### config.mk
export PLATFORM = sky130hd
export DESIGN_NAME = riscv_test_monitor
export DESIGN_NICKNAME = d
export VERILOG_FILES = /design/src/rtl/riscv_test_pkg.sv /design/src/rtl/riscv_test_monitor_wb_shadow_reg.sv /design/src/rtl/riscv_test_monitor.sv
export SDC_FILE = /design/constraint.sdc
export NUM_CORES = 1
export LEC_CHECK = 0
export CORE_AREA = 2 2 121 123
export DETAILED_ROUTE_END_ITERATION = 8
export DIE_AREA = 0 0 123 125
export PLACE_DENSITY = 0.73
export SYNTH_ARGS = -nofsm -noshare
export SYNTH_HDL_FRONTEND = slang
export SYNTH_SLANG_ARGS = --single-unit
### constraint.sdc
create_clock -name clk -period 3.85 [get_ports clk]
set_input_delay 0.77 -clock clk [delete_from_list [all_inputs] [get_ports clk]]
set_output_delay 0.77 -clock clk [all_outputs]
set_load 0.01 [all_outputs]
### src/rtl/riscv_test_pkg.sv
// ============================================================================
// riscv_test_pkg : shared state encoding and register indices for the
//                  rv32ui pass/fail write-back monitor
// Revision: 1.0
// ============================================================================
`default_nettype none

package riscv_test_pkg;

  localparam int REG_ADDR_W = 5;
  localparam int DATA_W     = 32;

  localparam int DEF_TESTNUM_REG = 3;
  localparam int DEF_DONE_REG    = 26;
  localparam int DEF_RESULT_REG  = 27;

  localparam logic [DATA_W-1:0] PASS_VALUE = 32'd1;

  typedef enum logic [2:0] {
    ST_RUN     = 3'd0,
    ST_SETTLE  = 3'd1,
    ST_PASS    = 3'd2,
    ST_FAIL    = 3'd3,
    ST_TIMEOUT = 3'd4
  } state_e;

  function automatic logic is_live(input state_e s);
    return (s == ST_RUN) || (s == ST_SETTLE);
  endfunction

endpackage

`default_nettype wire

### src/rtl/riscv_test_monitor_wb_shadow_reg.sv
// ============================================================================
// wb_shadow_reg : shadows one architectural register from the write-back port
//                 and forwards a same-cycle write as the effective value
// Revision: 1.0
// ============================================================================
`default_nettype none

module wb_shadow_reg
  import riscv_test_pkg::*;
#(
  parameter int IDX = 0
) (
  input  logic                  clk,
  input  logic                  rst_n,
  input  logic                  freeze_i,
  input  logic                  wb_en_i,
  input  logic [REG_ADDR_W-1:0] wb_addr_i,
  input  logic [DATA_W-1:0]     wb_data_i,
  output logic [DATA_W-1:0]     eff_o
);

  logic                  hit;
  logic [DATA_W-1:0]     value_q;

  // x0 is hard-wired zero in the core, so a write to it never lands anywhere
  assign hit = wb_en_i && (wb_addr_i == REG_ADDR_W'(IDX)) &&
               (wb_addr_i != '0);

  always_ff @(posedge clk or negedge rst_n) begin
    if (!rst_n) begin
      value_q <= '0;
    end else if (hit && !freeze_i) begin
      value_q <= wb_data_i;
    end
  end

  assign eff_o = hit ? wb_data_i : value_q;

endmodule

`default_nettype wire

### src/rtl/riscv_test_monitor.sv
// ============================================================================
// riscv_test_monitor : watches register-file write-backs and reports
//                      PASS / FAIL / TIMEOUT for rv32ui-p-* programs
// Revision: 1.0
// ============================================================================
`default_nettype none

module riscv_test_monitor
  import riscv_test_pkg::*;
#(
  parameter int DONE_REG       = DEF_DONE_REG,
  parameter int RESULT_REG     = DEF_RESULT_REG,
  parameter int TESTNUM_REG    = DEF_TESTNUM_REG,
  parameter int SETTLE_CYCLES  = 2,
  parameter int TIMEOUT_CYCLES = 100000,
  parameter int CNT_W          = 32
) (
  input  logic                  clk,
  input  logic                  rst,
  input  logic                  wb_en,
  input  logic [REG_ADDR_W-1:0] wb_addr,
  input  logic [DATA_W-1:0]     wb_data,
  output logic                  done,
  output logic                  pass,
  output logic                  fail,
  output logic                  timeout,
  output logic [CNT_W-1:0]      cycle_count,
  output logic [DATA_W-1:0]     fail_test_num
);

  localparam int SET_W = (SETTLE_CYCLES > 1) ? $clog2(SETTLE_CYCLES) : 1;
  localparam logic [SET_W-1:0] SETTLE_LAST  = SET_W'(SETTLE_CYCLES - 1);
  localparam logic [CNT_W-1:0] TIMEOUT_LAST = CNT_W'(TIMEOUT_CYCLES - 1);

  state_e             state_q, state_d;
  logic [SET_W-1:0]   settle_q, settle_d;
  logic [CNT_W-1:0]   cycle_q, cycle_d;
  logic [DATA_W-1:0]  ftn_q, ftn_d;
  logic               done_q, pass_q, fail_q, timeout_q;

  logic               live;
  logic               frozen;
  logic               done_wr;
  logic               at_timeout;
  logic [DATA_W-1:0]  tn_eff;
  logic [DATA_W-1:0]  res_eff;
  logic [DATA_W-1:0]  done_eff;

  assign live   = is_live(state_q);
  assign frozen = !live;

  wb_shadow_reg #(.IDX(TESTNUM_REG)) u_testnum (
    .clk       (clk),
    .rst_n     (rst),
    .freeze_i  (frozen),
    .wb_en_i   (wb_en),
    .wb_addr_i (wb_addr),
    .wb_data_i (wb_data),
    .eff_o     (tn_eff)
  );

  wb_shadow_reg #(.IDX(RESULT_REG)) u_result (
    .clk       (clk),
    .rst_n     (rst),
    .freeze_i  (frozen),
    .wb_en_i   (wb_en),
    .wb_addr_i (wb_addr),
    .wb_data_i (wb_data),
    .eff_o     (res_eff)
  );

  wb_shadow_reg #(.IDX(DONE_REG)) u_done (
    .clk       (clk),
    .rst_n     (rst),
    .freeze_i  (frozen),
    .wb_en_i   (wb_en),
    .wb_addr_i (wb_addr),
    .wb_data_i (wb_data),
    .eff_o     (done_eff)
  );

  // The forwarded value equals wb_data exactly when this cycle hits DONE_REG
  assign done_wr    = wb_en && (wb_addr == REG_ADDR_W'(DONE_REG)) &&
                      (done_eff == PASS_VALUE);
  assign at_timeout = (cycle_q == TIMEOUT_LAST);

  always_comb begin
    state_d  = state_q;
    settle_d = settle_q;
    cycle_d  = cycle_q;
    ftn_d    = ftn_q;

    if (live && (cycle_q != '1)) begin
      cycle_d = cycle_q + 1'b1;
    end

    // Done write and settle expiry take priority over a coincident timeout
    case (state_q)
      ST_RUN: begin
        if (done_wr) begin
          state_d  = ST_SETTLE;
          settle_d = '0;
        end else if (at_timeout) begin
          state_d = ST_TIMEOUT;
        end
      end
      ST_SETTLE: begin
        settle_d = settle_q + 1'b1;
        if (settle_q == SETTLE_LAST) begin
          state_d = (res_eff == PASS_VALUE) ? ST_PASS : ST_FAIL;
        end else if (at_timeout) begin
          state_d = ST_TIMEOUT;
        end
      end
      default: begin
      end
    endcase

    if (live && ((state_d == ST_FAIL) || (state_d == ST_TIMEOUT))) begin
      ftn_d = tn_eff;
    end
  end

  always_ff @(posedge clk or negedge rst) begin
    if (!rst) begin
      state_q   <= ST_RUN;
      settle_q  <= '0;
      cycle_q   <= '0;
      ftn_q     <= '0;
      done_q    <= 1'b0;
      pass_q    <= 1'b0;
      fail_q    <= 1'b0;
      timeout_q <= 1'b0;
    end else begin
      state_q   <= state_d;
      settle_q  <= settle_d;
      cycle_q   <= cycle_d;
      ftn_q     <= ftn_d;
      done_q    <= !is_live(state_d);
      pass_q    <= (state_d == ST_PASS);
      fail_q    <= (state_d == ST_FAIL);
      timeout_q <= (state_d == ST_TIMEOUT);
    end
  end

  assign done          = done_q;
  assign pass          = pass_q;
  assign fail          = fail_q;
  assign timeout       = timeout_q;
  assign cycle_count   = cycle_q;
  assign fail_test_num = ftn_q;

endmodule

`default_nettype wire

# Word-level counts from Yosys, hierarchy flattened
# Index checks and enable logic that the tools add are counted.
dict set report word_totals {
  ff_bits 168
  wordCells 57
}
dict set report op_classes {
  addsub 2
  eq_ne 13
  n_mux 10
  reduce_logical 21
}
# cell count
set op_table {}
lappend op_table {{2-to-1 mux 32 bit} 3}
lappend op_table {{equality test 32 x 1 -> 1 bit, second input constant} 2}
lappend op_table {{adder 32 x 1 -> 32 bit, second input constant} 1}
lappend op_table {{equality test 32 x 17 -> 1 bit, second input constant} 1}
lappend op_table {{inequality test 32 bit, second input constant} 1}
lappend op_table {{logical AND 1 bit} 12}
lappend op_table {{equality test 5 bit, second input constant} 2}
lappend op_table {{2-to-1 mux 3 bit} 3}
lappend op_table {{equality test 3 x 1 -> 1 bit, second input constant} 2}
lappend op_table {{equality test 3 x 2 -> 1 bit, second input constant} 2}
lappend op_table {{zero test 3 bit} 2}
lappend op_table {{case mux 3 bit (2 select lines)} 1}
lappend op_table {{equality test 5 x 2 -> 1 bit, second input constant} 1}
lappend op_table {{nonzero test 5 bit} 1}
lappend op_table {{equality test 3 bit, second input constant} 1}
lappend op_table {{logical OR 1 bit} 3}
lappend op_table {{2-to-1 mux 1 bit} 2}
lappend op_table {{inequality test 2 bit, second input constant} 1}
lappend op_table {{case mux 1 bit (2 select lines)} 1}
lappend op_table {{AND reduction 2 bit} 1}
lappend op_table {{nonzero test 2 bit} 1}
lappend op_table {{adder 1 bit, second input constant} 1}
lappend op_table {{zero test 1 bit} 1}

# Logic depth before layout (Yosys ltp)
dict set report logic_depth {
  depth_word 11
  depth_mapped 9
  ltp_nobuf 7
}

# Hierarchy
# From an unflattened synthesis, not the netlist that was laid out.
dict set report hier_totals {
  hier_cells 605
  area_unflattened_um2 8506.9
}
# mod instances cells_each area_each_um2 seq_area_each_um2
set by_module_without_submodules {}
lappend by_module_without_submodules {riscv_test_monitor 1 287 3402.0 1801.7}
lappend by_module_without_submodules {{wb_shadow_reg at u_done} 1 106 1770.4 800.8}
lappend by_module_without_submodules {{wb_shadow_reg at u_result} 1 106 1716.6 800.8}
lappend by_module_without_submodules {{wb_shadow_reg at u_testnum} 1 106 1617.8 800.8}

# Worst setup path after synthesis
# Ideal clock, no wire load.
dict set report synth_path {
  kind {input-to-reg}
  startpoint {input wb_addr[2]}
  endpoint {register ftn_q[21], in the netlist fail_test_num[21]}
  setup_time_ns 0.125
  t_arrival_ns 2.545
  path_slack_ns 1.180
  stages 8
  n_path_buf 2
  path_cell_list {nand4b_4 > or4b_1 > or4_4 > nand3_2 > a21oi_2 > buf_6 > buf_8 > mux2_4}
}
dict set report synth_via {
  elab_chain_cells 11
}
# element line_no
set synth_lines {}
lappend synth_lines {{from (decl)} riscv_test_monitor.sv:21} ;# input logic [REG_ADDR_W-1:0] wb_addr,
lappend synth_lines {{equality test 5 bit, on equally long branches} {riscv_test_monitor_wb_shadow_reg.sv:26, riscv_test_monitor.sv:83}}
lappend synth_lines {{logical AND 1 bit, on equally long branches} {riscv_test_monitor_wb_shadow_reg.sv:26, riscv_test_monitor.sv:83}}
lappend synth_lines {{logical AND 1 bit} riscv_test_monitor_wb_shadow_reg.sv:26} ;# assign hit = wb_en_i && (wb_addr_i == REG_ADDR_W'(IDX)) &&
lappend synth_lines {{2-to-1 mux 32 bit} riscv_test_monitor_wb_shadow_reg.sv:37} ;# assign eff_o = hit ? wb_data_i : value_q;
lappend synth_lines {{equality test 32 x 1 -> 1 bit, on equally long branches} {riscv_test_monitor.sv:110, riscv_test_monitor.sv:84}}
lappend synth_lines {{2-to-1 mux 1 bit or logical AND 1 bit (tied branches)} {riscv_test_monitor.sv:110, riscv_test_monitor.sv:83}}
lappend synth_lines {{2-to-1 mux 3 bit, on equally long branches} {riscv_test_monitor.sv:109, riscv_test_monitor.sv:100}}
lappend synth_lines {{case mux 3 bit (2 select lines)} riscv_test_monitor.sv:98} ;# case (state_q)
lappend synth_lines {{equality test 3 x 2 -> 1 bit or equality test 3 bit (tied branches)} riscv_test_monitor.sv:119} ;# if (live && ((state_d == ST_FAIL) || (state_d == ST_TIMEOUT))) begin
lappend synth_lines {{logical OR 1 bit} riscv_test_monitor.sv:119}
lappend synth_lines {{logical AND 1 bit} riscv_test_monitor.sv:119}
lappend synth_lines {{to (signal assigned)} riscv_test_monitor.sv:138} ;# ftn_q <= ftn_d;
lappend synth_lines {{to (decl)} riscv_test_monitor.sv:38} ;# logic [DATA_W-1:0] ftn_q, ftn_d;
# Several ways; a longest one is shown, not always the timed one.
# A chain may end at the register's enable or synchronous reset.

# Worst setup path in the final report
dict set report layout_path {
  startpoint {input wb_data[14]}
  endpoint {register ftn_q[21], in the netlist fail_test_num[21]}
}
dict set report layout_via {
  elab_chain_cells 8
}
# element line_no
set layout_lines {}
lappend layout_lines {{from (decl)} riscv_test_monitor.sv:22} ;# input logic [DATA_W-1:0] wb_data,
lappend layout_lines {{2-to-1 mux 32 bit} riscv_test_monitor_wb_shadow_reg.sv:37}
lappend layout_lines {{equality test 32 x 1 -> 1 bit, on equally long branches} {riscv_test_monitor.sv:110, riscv_test_monitor.sv:84}}
lappend layout_lines {{2-to-1 mux 1 bit or logical AND 1 bit (tied branches)} {riscv_test_monitor.sv:110, riscv_test_monitor.sv:83}}
lappend layout_lines {{2-to-1 mux 3 bit, on equally long branches} {riscv_test_monitor.sv:109, riscv_test_monitor.sv:100}}
lappend layout_lines {{case mux 3 bit (2 select lines) *} riscv_test_monitor.sv:98}
lappend layout_lines {{equality test 3 x 2 -> 1 bit or equality test 3 bit (tied branches)} riscv_test_monitor.sv:119}
lappend layout_lines {{logical OR 1 bit *} riscv_test_monitor.sv:119}
lappend layout_lines {{logical AND 1 bit *} riscv_test_monitor.sv:119}
# Every way passes the cells marked *; elsewhere a longest branch is shown, timed or not.

==> flow_summary.ini <==
[logic_synthesis]
syn_avg_cell_area_um2 = 13.3
yosysSeqAreaShare_pct = 55.2
yosysTopAreaCell = dfrtp_1
synthXorXnorAreaFrac_pct = 4.40
synth_fp_nets = 504
synthTopCellsByArea = dfrtp_1 (55%), mux2_2 (21%), xnor2_1 (4.0%)
synth_cells = 463
synthArstFlopShare_pct = 100
synth_flop_cell = dfrtp_1
synth_compound_area_share_pct = 3.71
yosys_warnings = 0
synth_top_family_by_area = multiplexers
synth_edf_count = 0
yosys.area_share.simple_pct = 11.4
synth.distinct_cells = 45
yosysTopAreaCellShare_pct = 55.2
muxShareOfSynthArea_pct = 23.5
yosys.area_share.adder_pct = 0.203
syn-cell-area_um2 = 6170
ys_ff_latch = 136

[global_routing]
antenna_found_initial = 0
grt-ovfl-total = 0
grt_pass1_wl_um = 22700
grt_pass1_vias = 4382
grt_max_degree = 100
track_usage_pct = 19.1

[cts]
cts_buffers = 17
clockBufferDepth = 2
cts_tree = built
postCtsHoldBufs = 0
htreeDepth = 4
postCtsSetupBuffers = 0
cts-root-buf = clkbuf_16
clock_latency_ps = 420
path_clk_slew_ps = 60
clock_sinks = 136
cts_resized = 0

[place]
gp_congestion = 0.801
portBuffers = 107
place_area_um2 = 7490
dp_hpwl_um = 9700

[detailed_routing]
drt-initial-drc-count = 212
drc_errors = 0
drt_wl_total_um = 13900
ant_nets = 0
vias_per_cell = 5.43
drt_pass1_iterations = 5
wl_per_cell_um = 17.8
num_vias = 4230

[setup_path]
cp.buffers_inverters = 2
slowest_stage = clkdlybuf4s50_1
worstSetupStartpointType = input port
crit_required_ps = 4150
crit_chain = clkdlybuf4s50_1 > nor4_1 > nand4_1 > nor3_1 > a211o_1 > a21oi_4 > buf_4 > mux2_4
critPathKind = input port to flop
slowest_delay_ps = 460
cp.arrival_ps = 3260
cp_max_fo = 17
crit_path_end_kind = flop
critPathTopFamily = simple AND/OR/NAND/NOR gates
cp.depth = 8
worst-r2r-cell-count = 7

[worst_hold_path]
hold_class = input port to async pin

[sta]
final.min_clock_period_ps = 2970
hold_viol = 0
skew_ps = 8.22
timing.slew.headroom_pct = 40.0
max_freq_mhz = 337
worst_slew_pin_slew_ps = 900
finalSetupViolations = 0
whs_ps = 440
final-max-slew-violation-count = 0
setup_tns_ps = 0
finalCritPeriodShare_pct = 77.1
rsz0062_at_grt = false

[power_and_ir_drop]
power_density_nw_per_um2 = 442
leakagePower_uw = 0.00347
ir_drop_mv = 0.366

[run_status]
outcome = finished clean

[floorplanning]
die_y_um = 125
die_x_um = 123
core_um2 = 14200
io_pins = 108
initial_core_util_pct = 43.4
rows = 44
dieArea_um2 = 15400

[layout]
fin_area_um2 = 8090
diodes = 0
drive_above_1_share_pct = 29.2
fin_nets = 623
area_growth_pct = 31.1
final_common_cell = dfrtp_1
mostFrequentLayoutCells = dfrtp_1 (136), mux2_2 (113), clkdlybuf4s50_1 (106), xnor2_1 (28)

[flow_run]
max_cap_violations = 0
==> path summary, 6_finish.rpt <==
| check | startpoint | end | slack, ps |
|---|---|---|---|
| worst max-delay path | wb_data[14] | fail_test_num[21] | 880 |
| worst min-delay path | rst | fail_test_num[24] | 440 |
| worst max register to register | cycle_count[29] | fail_test_num[20] | 1270 |
| worst min register to register | u_testnum.value_q[23] | u_testnum.value_q[23] | 500 |
| max in group asynchronous | rst | cycle_count[23] | 2660 |
| min in group clk | u_testnum.value_q[23] | u_testnum.value_q[23] | 500 |
==> power by group <==
| group | internal [uW] | leakage [uW] | switching (uW) | total [uW] |
|---|---|---|---|---|
| Sequential | 1560 | 0.00179 | 64.7 | 1630 |
| Clock | 1040 | 0.000283 | 604 | 1640 |
| Combinational | 191 | 0.00139 | 119 | 310 |
==> final cells by class <==
cell class,count,area [um2]
clock inverter,11,149
multi-input combinational,307,2680
sequential,136,3400
timing repair buffer,118,1170
inverter,2,7.51
clock buffer,21,450
fill,1190,6120
tap,184,230
==> layer usage <==
layer	vias to the layer above	track usage (%)	wire length (um)
met5	-	0	0
met4	0	5.55	146
met3	12	5.98	578
met2	94	31.3	7130
met1	2177	24.2	6020
li1	1947	-	-
==> kinds of logic after synthesis <==
group	after synthesis
XOR/XNOR	31
AO/OA/AOI/OAI	30
buffers and inverters	20
multiplexers	126
flip-flops	136
AND/OR/NAND/NOR	119
adder cells (fa/ha/maj)	1
==> flip-flops by register name (all words and copies together), names as in the netlist <==
register           cells
cycle_count           32
fail_test_num         32
u_result.value_q      32
u_testnum.value_q     32
state_q                3
done                   1
fail                   1
pass                   1
settle_q               1
timeout                1
==> per-stage QoR <==
stage	setup WS [ps]	power, uW	utilization (%)	std cells
global placement	536	1940	52.7	747
finish	883	3570	56.9	779
floorplan	1180	1820	-	463
global route	662	3720	56.9	779
CTS	878	3610	56.9	779
detailed placement	432	1960	52.7	747
==> cells in the mapped netlist (all sizes together) (2+ instances only) <==
master,n
a211oi,3
a21boi,3
a21oi,7
and2,3
and3,4
and4,4
buf,3
clkbuf,15
dfrtp,136
inv,2
mux2,123
mux2i,3
nand2,22
nand2b,2
nand3,16
nand4,17
nand4b,2
nor2,9
nor3,6
nor3b,2
nor4,23
nor4b,5
o211ai,2
o21ai,4
o21bai,2
o31a,3
or2,2
xnor2,28
xor2,3
No activity file was read; power rests on OpenSTA's default activity.
